<file path="src/rtl/draw_if.sv">
// Request/handshake and datapath-control bundle between the game FSM,
// the draw controller and the datapath.
interface draw_if;
  // Handshake: start is a request that is only accepted while busy is low;
  // once accepted busy stays high until the cycle after the one-cycle done
  // pulse. Requests while busy are dropped, not queued.
  logic       start;
  logic       isSprite;
  logic       clear;
  logic [4:0] memorySelIn;
  logic [3:0] xInitSelIn;
  logic [1:0] yInitSelIn;

  logic [4:0] memorySel;
  logic [3:0] xInitSel;
  logic [1:0] yInitSel;
  logic       xInitReset, yInitReset;
  logic       xInitLoad, yInitLoad;
  logic       xReset, yReset;
  logic       xStart, yStart;
  logic       xCountUp, yCountUp;
  logic       xLoad, yLoad;
  logic       xySel;
  logic       black;
  logic       addressScreenCounterReset, addressSpriteCounterReset;
  logic       screenCountLoad, spriteCountLoad;
  logic       plot;
  logic       busy;
  logic       done;

  modport master (
    output start, isSprite, clear, memorySelIn, xInitSelIn, yInitSelIn,
    input  memorySel, xInitSel, yInitSel, xInitReset, yInitReset,
           xInitLoad, yInitLoad, xReset, yReset, xStart, yStart,
           xCountUp, yCountUp, xLoad, yLoad, xySel, black,
           addressScreenCounterReset, addressSpriteCounterReset,
           screenCountLoad, spriteCountLoad, plot, busy, done
  );

  modport slave (
    input  start, isSprite, clear, memorySelIn, xInitSelIn, yInitSelIn,
    output memorySel, xInitSel, yInitSel, xInitReset, yInitReset,
           xInitLoad, yInitLoad, xReset, yReset, xStart, yStart,
           xCountUp, yCountUp, xLoad, yLoad, xySel, black,
           addressScreenCounterReset, addressSpriteCounterReset,
           screenCountLoad, spriteCountLoad, plot, busy, done
  );
endinterface

</file>
<file path="src/rtl/draw_controller.sv">
// Sequences one full-region draw (screen or sprite): load origins, prefetch
// ROM data for MEM_LAT cycles, then raster-scan with one plot per cycle.
module draw_controller #(
  parameter int SCREEN_W = 160,
  parameter int SCREEN_H = 120,
  parameter int SPRITE_W = 40,
  parameter int SPRITE_H = 40,
  parameter int MEM_LAT  = 2
) (
  input  logic       clk,
  input  logic       resetn,
  draw_if.slave      bus,
  output logic [2:0] dbg_state_o
);

  typedef enum logic [2:0] {
    S_IDLE     = 3'd0,
    S_LOAD     = 3'd1,
    S_PREFETCH = 3'd2,
    S_RUN      = 3'd3,
    S_DONE     = 3'd4
  } state_t;

  state_t     state_q;
  logic       sprite_q, clear_q;
  logic [7:0] col_q, row_q, col_d, row_d;
  logic [1:0] pf_q;
  logic [7:0] w_last, h_last;
  logic       run_done, enter_run, run_xcu, run_wrap;

  assign w_last      = sprite_q ? 8'(SPRITE_W - 1) : 8'(SCREEN_W - 1);
  assign h_last      = sprite_q ? 8'(SPRITE_H - 1) : 8'(SCREEN_H - 1);
  assign dbg_state_o = state_q;

  // col_d/row_d name the pixel plotted in the next cycle whenever enter_run is set.
  always_comb begin
    col_d = '0;
    row_d = '0;
    if (state_q == S_RUN) begin
      if (col_q == w_last) begin
        row_d = row_q + 8'd1;
      end else begin
        col_d = col_q + 8'd1;
        row_d = row_q;
      end
    end
    run_done  = (state_q == S_RUN) && (col_q == w_last) && (row_q == h_last);
    enter_run = ((state_q == S_PREFETCH) && (pf_q == 2'(MEM_LAT - 1))) ||
                ((state_q == S_RUN) && !run_done);
    run_xcu   = (col_d != w_last);
    run_wrap  = (col_d == w_last) && (row_d != h_last);
  end

  always_ff @(posedge clk or negedge resetn) begin
    if (!resetn) begin
      state_q  <= S_IDLE;
      sprite_q <= 1'b0;
      clear_q  <= 1'b0;
      col_q    <= '0;
      row_q    <= '0;
      pf_q     <= '0;
      bus.memorySel  <= '0;
      bus.xInitSel   <= '0;
      bus.yInitSel   <= '0;
      bus.xInitReset <= 1'b0;
      bus.yInitReset <= 1'b0;
      bus.xInitLoad  <= 1'b0;
      bus.yInitLoad  <= 1'b0;
      bus.xReset     <= 1'b0;
      bus.yReset     <= 1'b0;
      bus.xStart     <= 1'b0;
      bus.yStart     <= 1'b0;
      bus.xCountUp   <= 1'b0;
      bus.yCountUp   <= 1'b0;
      bus.xLoad      <= 1'b0;
      bus.yLoad      <= 1'b0;
      bus.xySel      <= 1'b0;
      bus.black      <= 1'b0;
      bus.addressScreenCounterReset <= 1'b0;
      bus.addressSpriteCounterReset <= 1'b0;
      bus.screenCountLoad <= 1'b0;
      bus.spriteCountLoad <= 1'b0;
      bus.plot <= 1'b0;
      bus.busy <= 1'b0;
      bus.done <= 1'b0;
    end else begin
      bus.xInitReset <= 1'b0;
      bus.yInitReset <= 1'b0;
      bus.xInitLoad  <= 1'b0;
      bus.yInitLoad  <= 1'b0;
      bus.xReset     <= 1'b0;
      bus.yReset     <= 1'b0;
      bus.xStart     <= 1'b0;
      bus.yStart     <= 1'b0;
      bus.xCountUp   <= 1'b0;
      bus.yCountUp   <= 1'b0;
      bus.xLoad      <= 1'b0;
      bus.yLoad      <= 1'b0;
      bus.xySel      <= 1'b0;
      bus.black      <= 1'b0;
      bus.addressScreenCounterReset <= 1'b0;
      bus.addressSpriteCounterReset <= 1'b0;
      bus.screenCountLoad <= 1'b0;
      bus.spriteCountLoad <= 1'b0;
      bus.plot <= 1'b0;
      bus.busy <= 1'b0;
      bus.done <= 1'b0;

      case (state_q)
        S_IDLE: begin
          if (bus.start) begin
            state_q       <= S_LOAD;
            sprite_q      <= bus.isSprite;
            clear_q       <= bus.clear;
            bus.memorySel <= bus.memorySelIn;
            bus.xInitSel  <= bus.xInitSelIn;
            bus.yInitSel  <= bus.yInitSelIn;
            bus.xInitLoad <= 1'b1;
            bus.yInitLoad <= 1'b1;
            bus.xReset    <= 1'b1;
            bus.yReset    <= 1'b1;
            bus.addressSpriteCounterReset <= bus.isSprite;
            bus.addressScreenCounterReset <= !bus.isSprite;
            bus.black     <= bus.clear;
            bus.busy      <= 1'b1;
          end
        end
        S_LOAD: begin
          state_q    <= S_PREFETCH;
          pf_q       <= '0;
          bus.xStart <= 1'b1;
          bus.yStart <= 1'b1;
          bus.xLoad  <= 1'b1;
          bus.yLoad  <= 1'b1;
          bus.spriteCountLoad <= sprite_q;
          bus.screenCountLoad <= !sprite_q;
          bus.black  <= clear_q;
          bus.busy   <= 1'b1;
        end
        S_PREFETCH: begin
          if (pf_q == 2'(MEM_LAT - 1)) begin
            state_q <= S_RUN;
          end else begin
            pf_q <= pf_q + 2'd1;
            bus.spriteCountLoad <= sprite_q;
            bus.screenCountLoad <= !sprite_q;
            bus.black <= clear_q;
            bus.busy  <= 1'b1;
          end
        end
        S_RUN: begin
          if (run_done) begin
            state_q  <= S_DONE;
            bus.done <= 1'b1;
            bus.busy <= 1'b1;
          end
        end
        S_DONE:  state_q <= S_IDLE;
        default: state_q <= S_IDLE;
      endcase

      // Controls for the pixel plotted next cycle; the x/y update it carries
      // moves the datapath onto the pixel after that one.
      if (enter_run) begin
        col_q        <= col_d;
        row_q        <= row_d;
        bus.plot     <= 1'b1;
        bus.xySel    <= 1'b1;
        bus.black    <= clear_q;
        bus.busy     <= 1'b1;
        bus.spriteCountLoad <= sprite_q;
        bus.screenCountLoad <= !sprite_q;
        bus.xCountUp <= run_xcu;
        bus.xLoad    <= run_xcu || run_wrap;
        bus.xStart   <= run_wrap;
        bus.yCountUp <= run_wrap;
        bus.yLoad    <= run_wrap;
      end
    end
  end

endmodule

</file>
<file path="src/flat_wrapper.sv">
// flat-port wrapper written by rule: the top's interface ports become plain ports
module draw_controller_flat 
#(
  parameter int SCREEN_W = 160,
  parameter int SCREEN_H = 120,
  parameter int SPRITE_W = 40,
  parameter int SPRITE_H = 40,
  parameter int MEM_LAT  = 2
)
  (clk, resetn, dbg_state_o, bus_start, bus_isSprite, bus_clear, bus_memorySelIn, bus_xInitSelIn, bus_yInitSelIn, bus_memorySel, bus_xInitSel, bus_yInitSel, bus_xInitReset, bus_yInitReset, bus_xInitLoad, bus_yInitLoad, bus_xReset, bus_yReset, bus_xStart, bus_yStart, bus_xCountUp, bus_yCountUp, bus_xLoad, bus_yLoad, bus_xySel, bus_black, bus_addressScreenCounterReset, bus_addressSpriteCounterReset, bus_screenCountLoad, bus_spriteCountLoad, bus_plot, bus_busy, bus_done);
  draw_if bus_i ();
  input  logic clk;
  input  logic resetn;
  output logic [2:0] dbg_state_o;
  input wire logic [$bits(bus_i.start)-1:0] bus_start;
  input wire logic [$bits(bus_i.isSprite)-1:0] bus_isSprite;
  input wire logic [$bits(bus_i.clear)-1:0] bus_clear;
  input wire logic [$bits(bus_i.memorySelIn)-1:0] bus_memorySelIn;
  input wire logic [$bits(bus_i.xInitSelIn)-1:0] bus_xInitSelIn;
  input wire logic [$bits(bus_i.yInitSelIn)-1:0] bus_yInitSelIn;
  output wire logic [$bits(bus_i.memorySel)-1:0] bus_memorySel;
  output wire logic [$bits(bus_i.xInitSel)-1:0] bus_xInitSel;
  output wire logic [$bits(bus_i.yInitSel)-1:0] bus_yInitSel;
  output wire logic [$bits(bus_i.xInitReset)-1:0] bus_xInitReset;
  output wire logic [$bits(bus_i.yInitReset)-1:0] bus_yInitReset;
  output wire logic [$bits(bus_i.xInitLoad)-1:0] bus_xInitLoad;
  output wire logic [$bits(bus_i.yInitLoad)-1:0] bus_yInitLoad;
  output wire logic [$bits(bus_i.xReset)-1:0] bus_xReset;
  output wire logic [$bits(bus_i.yReset)-1:0] bus_yReset;
  output wire logic [$bits(bus_i.xStart)-1:0] bus_xStart;
  output wire logic [$bits(bus_i.yStart)-1:0] bus_yStart;
  output wire logic [$bits(bus_i.xCountUp)-1:0] bus_xCountUp;
  output wire logic [$bits(bus_i.yCountUp)-1:0] bus_yCountUp;
  output wire logic [$bits(bus_i.xLoad)-1:0] bus_xLoad;
  output wire logic [$bits(bus_i.yLoad)-1:0] bus_yLoad;
  output wire logic [$bits(bus_i.xySel)-1:0] bus_xySel;
  output wire logic [$bits(bus_i.black)-1:0] bus_black;
  output wire logic [$bits(bus_i.addressScreenCounterReset)-1:0] bus_addressScreenCounterReset;
  output wire logic [$bits(bus_i.addressSpriteCounterReset)-1:0] bus_addressSpriteCounterReset;
  output wire logic [$bits(bus_i.screenCountLoad)-1:0] bus_screenCountLoad;
  output wire logic [$bits(bus_i.spriteCountLoad)-1:0] bus_spriteCountLoad;
  output wire logic [$bits(bus_i.plot)-1:0] bus_plot;
  output wire logic [$bits(bus_i.busy)-1:0] bus_busy;
  output wire logic [$bits(bus_i.done)-1:0] bus_done;
  assign bus_i.start = bus_start;
  assign bus_i.isSprite = bus_isSprite;
  assign bus_i.clear = bus_clear;
  assign bus_i.memorySelIn = bus_memorySelIn;
  assign bus_i.xInitSelIn = bus_xInitSelIn;
  assign bus_i.yInitSelIn = bus_yInitSelIn;
  assign bus_memorySel = bus_i.memorySel;
  assign bus_xInitSel = bus_i.xInitSel;
  assign bus_yInitSel = bus_i.yInitSel;
  assign bus_xInitReset = bus_i.xInitReset;
  assign bus_yInitReset = bus_i.yInitReset;
  assign bus_xInitLoad = bus_i.xInitLoad;
  assign bus_yInitLoad = bus_i.yInitLoad;
  assign bus_xReset = bus_i.xReset;
  assign bus_yReset = bus_i.yReset;
  assign bus_xStart = bus_i.xStart;
  assign bus_yStart = bus_i.yStart;
  assign bus_xCountUp = bus_i.xCountUp;
  assign bus_yCountUp = bus_i.yCountUp;
  assign bus_xLoad = bus_i.xLoad;
  assign bus_yLoad = bus_i.yLoad;
  assign bus_xySel = bus_i.xySel;
  assign bus_black = bus_i.black;
  assign bus_addressScreenCounterReset = bus_i.addressScreenCounterReset;
  assign bus_addressSpriteCounterReset = bus_i.addressSpriteCounterReset;
  assign bus_screenCountLoad = bus_i.screenCountLoad;
  assign bus_spriteCountLoad = bus_i.spriteCountLoad;
  assign bus_plot = bus_i.plot;
  assign bus_busy = bus_i.busy;
  assign bus_done = bus_i.done;
  draw_controller #(.SCREEN_W(SCREEN_W), .SCREEN_H(SCREEN_H), .SPRITE_W(SPRITE_W), .SPRITE_H(SPRITE_H), .MEM_LAT(MEM_LAT)) u_core (.clk(clk), .resetn(resetn), .bus(bus_i), .dbg_state_o(dbg_state_o));
endmodule
</file>
<file path="config.mk">
export PLATFORM = sky130hd
export DESIGN_NAME = draw_controller_flat
export DESIGN_NICKNAME = d
export VERILOG_FILES = /design/src/rtl/draw_if.sv /design/src/rtl/draw_controller.sv /design/src/flat_wrapper.sv
export SDC_FILE = /design/constraint.sdc
export NUM_CORES = 1
export LEC_CHECK = 0
export ABC_AREA = 1
export CAP_MARGIN = 30
export CELL_PAD_IN_SITES_DETAIL_PLACEMENT = 0
export CELL_PAD_IN_SITES_GLOBAL_PLACEMENT = 1
export CORE_MARGIN = 8
export CORE_UTILIZATION = 34
export CTS_CLUSTER_SIZE = 16
export DETAILED_ROUTE_END_ITERATION = 7
export HOLD_SLACK_MARGIN = 0.12
export PLACE_DENSITY = 0.76
export SYNTH_ARGS = -nofsm -noshare
export SYNTH_HDL_FRONTEND = slang
export SYNTH_SLANG_ARGS = --single-unit
</file>
<file path="constraint.sdc">
create_clock -name clk -period 1.6 [get_ports clk]
set_input_delay 0.24 -clock clk [delete_from_list [all_inputs] [get_ports clk]]
set_output_delay 0.24 -clock clk [all_outputs]
set_load 0.05 [all_outputs]
</file>
==> impl_metrics.tcl <==
set metrics [dict create \
    synth.lib_cells_used.distinct 31 \
    ir_worst_vdd_mv 0.399 \
    gp_congestion 0.889 \
    final.setup.worst_slack_ns -0.225 \
    cts.reportedPaths.clkPinSlew_ns 0.10 \
    core_region_area_sq_um 7290 \
    post_synth_inst_count 334 \
    grt.overflow.total 0 \
    hold_path_class "primary input to asynchronous set/reset pin" \
    ys_seq_elements 48 \
    timing.setup.critical_path_class "flop to flop" \
    grt_setup_unrepaired "true" \
    worst-endpoint-arrival_ns 2.04 \
    area.sequential_sq_um 1210 \
    grt_start_max_net_pins 29 \
    port-buffer-count 48 \
    clk_path_buf_depth 2 \
    grt_pass1_vias 2737 \
    design_power_total_mw 2.08 \
    grt_first_pass_wirelength_um 12600 \
    timing_hold_violations_final 0 \
    cts_inserted_buffers 5 \
    cap_viol_max_count 0 \
    final_layout_size_suffix_gt1_share_pct 48.4 \
    crit_fanout 5 \
    syn_area_per_cell_sq_um 7.68 \
    critical_path_required_ns 1.81 \
    outcome "finished, violations left" \
    wl_per_cell_um 13.4 \
    num_antenna_cells 0 \
    pleak_nw 2.19 \
    netlist_area_sq_um 2570 \
    clk_root_buffer_cell "sky130_fd_sc_hd__clkbuf_8" \
    fin_worst_skew_ns 0.0122 \
    fp.dieArea_sq_um 10600 \
    cts.sinks 48 \
    tns_ns -3.49 \
    period_minus_slack_ns 1.82 \
    violations_in_the_final_reports "negative setup slack" \
    startpoint_type "flop" \
    layout.cells.most_common "sky130_fd_sc_hd__buf_4" \
    final_max_slew_viol_count 0 \
    antenna_found_initial 0 \
    final_cell_mix "sky130_fd_sc_hd__buf_4 (119), sky130_fd_sc_hd__nand2_1 (95), sky130_fd_sc_hd__dfrtp_1 (44)" \
    die_w_um 103 \
    detailroute.via_count 2650 \
    tritoncts "done" \
    setup_violations 23 \
    detail_route.first_pass.iterations 4 \
    cts_htree_levels 2 \
    clk-insertion-delay-late_ns 0.31 \
    multi_input_comb_area_sq_um 1370 \
    initial_core_util_pct 35.2 \
    drc 0 \
    max_clock_freq_ghz 0.548 \
    period_utilization_pct 114 \
    floorplan.rows 31 \
    initialDrtViolationCount 60 \
    grt_util_all_layers_pct 15.2 \
    syn_to_final_growth_pct 66.6 \
    fillers 693 \
    chipHeight_um 103 \
    ys_warn_count 0 \
    postRouteWirelength_um 7810 \
    per_cell_via_count_in_the_routed_design 4.55 \
    remaining_antenna_violation_count_after_routing 0 \
    worst_setup_path_end_kind "flop" \
    power_density_nw_per_um2 485 \
    nets 502 \
    design.portCount 51 \
    synth.yosys.seq_area_share_pct 46.8 \
    place.detailed.hpwl_um 5560 \
]
==> path summary, 6_finish.rpt <==
check	start	end	slack (ns)	depth (start not counted)
min in group clk	bus_xInitSelIn[0]	u_core.bus.xInitSel[0]	0.46	3
max in group asynchronous	resetn	u_core.col_q[2]	0.78	3
hold reg to reg	u_core.bus.xInitSel[2]	u_core.bus.xInitSel[2]	0.49	2
setup reg to reg	u_core.col_q[1]	u_core.bus.xStart	-0.22	14
hold / removal	resetn	u_core.pf_q[0]	0.25	2
setup / recovery	u_core.col_q[1]	u_core.bus.xStart	-0.22	14
==> stage by stage <==
stage / worst slack, ns / hold WS, ns / utilization (%) / cell area [sq um] / cells
2_1_floorplan: -0.105 / -0.0556 / - / 2580 / 335
3_3_place_gp: -0.359 / 0.0545 / 48.9 / 3570 / 544
3_5_place_dp: -0.369 / 0.0540 / 48.9 / 3570 / 544
4_1_cts: -0.201 / 0.246 / 54.1 / 3940 / 567
5_1_grt: -0.381 / 0.251 / 58.6 / 4280 / 582
6_report: -0.225 / 0.250 / 58.6 / 4280 / 582
==> Yosys cell counts <==
cell type,n,share of area (%)
sky130_fd_sc_hd__a21oi_1,8,1.6
sky130_fd_sc_hd__buf_4,8,2.3
sky130_fd_sc_hd__buf_6,4,1.8
sky130_fd_sc_hd__clkbuf_1,2,0.29
sky130_fd_sc_hd__clkinv_4,1,0.34
sky130_fd_sc_hd__conb_1,1,0.15
sky130_fd_sc_hd__dfrtp_1,48,47
sky130_fd_sc_hd__ha_1,4,2.0
sky130_fd_sc_hd__inv_1,44,6.4
sky130_fd_sc_hd__inv_2,6,0.88
sky130_fd_sc_hd__nand2_1,109,16
sky130_fd_sc_hd__nand2_2,3,0.73
sky130_fd_sc_hd__nand2_4,1,0.44
sky130_fd_sc_hd__nand3_1,22,4.3
sky130_fd_sc_hd__nand3_2,1,0.39
sky130_fd_sc_hd__nand4_1,4,0.97
sky130_fd_sc_hd__nand4_2,1,0.49
sky130_fd_sc_hd__nor2_1,20,2.9
sky130_fd_sc_hd__nor2_2,6,1.5
sky130_fd_sc_hd__nor3_1,2,0.39
sky130_fd_sc_hd__nor3_4,1,0.63
sky130_fd_sc_hd__nor4_1,1,0.24
sky130_fd_sc_hd__o211ai_1,1,0.29
sky130_fd_sc_hd__o21ai_0,12,2.3
sky130_fd_sc_hd__o21ai_1,11,2.1
sky130_fd_sc_hd__o21ai_2,2,0.68
sky130_fd_sc_hd__o22ai_1,5,1.2
sky130_fd_sc_hd__o31ai_1,1,0.29
sky130_fd_sc_hd__or2_2,1,0.24
sky130_fd_sc_hd__xnor2_1,1,0.34
sky130_fd_sc_hd__xor2_1,3,1.0
==> cell type report <==
type | count | share of cell area, %
Tap cell | 99 | 2.90
Timing Repair Buffer | 152 | 29.7
Clock buffer | 7 | 2.02
Inverter | 51 | 4.77
Sequential cell | 48 | 28.2
Clock inverter | 1 | 0.176
Multi-Input combinational cell | 223 | 32.1
Timing Repair inverter | 1 | 0.146
==> power breakdown <==
group          leakage, nW  internal [mW]  switching [mW]
Sequential           0.596           1.21               0
Combinational         1.55         0.0354          0.0396
Clock               0.0445          0.352           0.436
Total                 2.19           1.60           0.475
==> routing by layer <==
metal | GRT usage [%] | share of wire, % | routed length (um)
met5 | 0 | 0 | 0
met4 | 5.67 | 1.6 | 127
met3 | 4.59 | 5.7 | 444
met2 | 25.4 | 49 | 3830
met1 | 18.0 | 44 | 3400
==> timing repair <==
item / 4_1_cts / 5_1_grt
resized for setup: 39 / 61
endpoints found under the hold margin: 48 / 0
cloned: 3 / 0
pin swaps: 15 / 18
hold buffers: 1 / 0
endpoints found under the setup margin: 23 / 38
setup buffers: 12 / 16
==> flip-flops by register name, summed over array words and instances, names as in the netlist, 2 cells and up <==
register,count
u_core.col_q,8
u_core.row_q,8
u_core.bus.memorySel,5
u_core.bus.xInitSel,4
u_core.dbg_state_o,3
u_core.bus.yInitSel,2
u_core.pf_q,2
==> cell families after synthesis <==
group | count (synthesis) | synth area share [%]
xor gates and xnor gates | 4 | 1.37
buffers and inverters | 65 | 12.0
AOI/OAI and AO/OA | 40 | 8.53
other | 1 | 0.146
DFF | 48 | 46.8
adders and majority gates | 4 | 1.95
and+or+nand+nor | 172 | 29.2
==> worst max-delay path, cell delays in order (launching register included) <==
cell	delay, ns
sky130_fd_sc_hd__dfrtp_1	0.41
sky130_fd_sc_hd__ha_2	0.19
sky130_fd_sc_hd__nand3_2	0.09
sky130_fd_sc_hd__inv_2	0.05
sky130_fd_sc_hd__nand3_4	0.10
sky130_fd_sc_hd__buf_6	0.15
sky130_fd_sc_hd__nor2_1	0.06
sky130_fd_sc_hd__nor2_2	0.12
sky130_fd_sc_hd__nand2_1	0.09
sky130_fd_sc_hd__nand2_1	0.10
sky130_fd_sc_hd__nand3_2	0.09
sky130_fd_sc_hd__nor2_4	0.11
sky130_fd_sc_hd__nand2_1	0.06
sky130_fd_sc_hd__nand2_1	0.07
sky130_fd_sc_hd__nand2_1	0.05
Power figures use the tool's default switching activity.
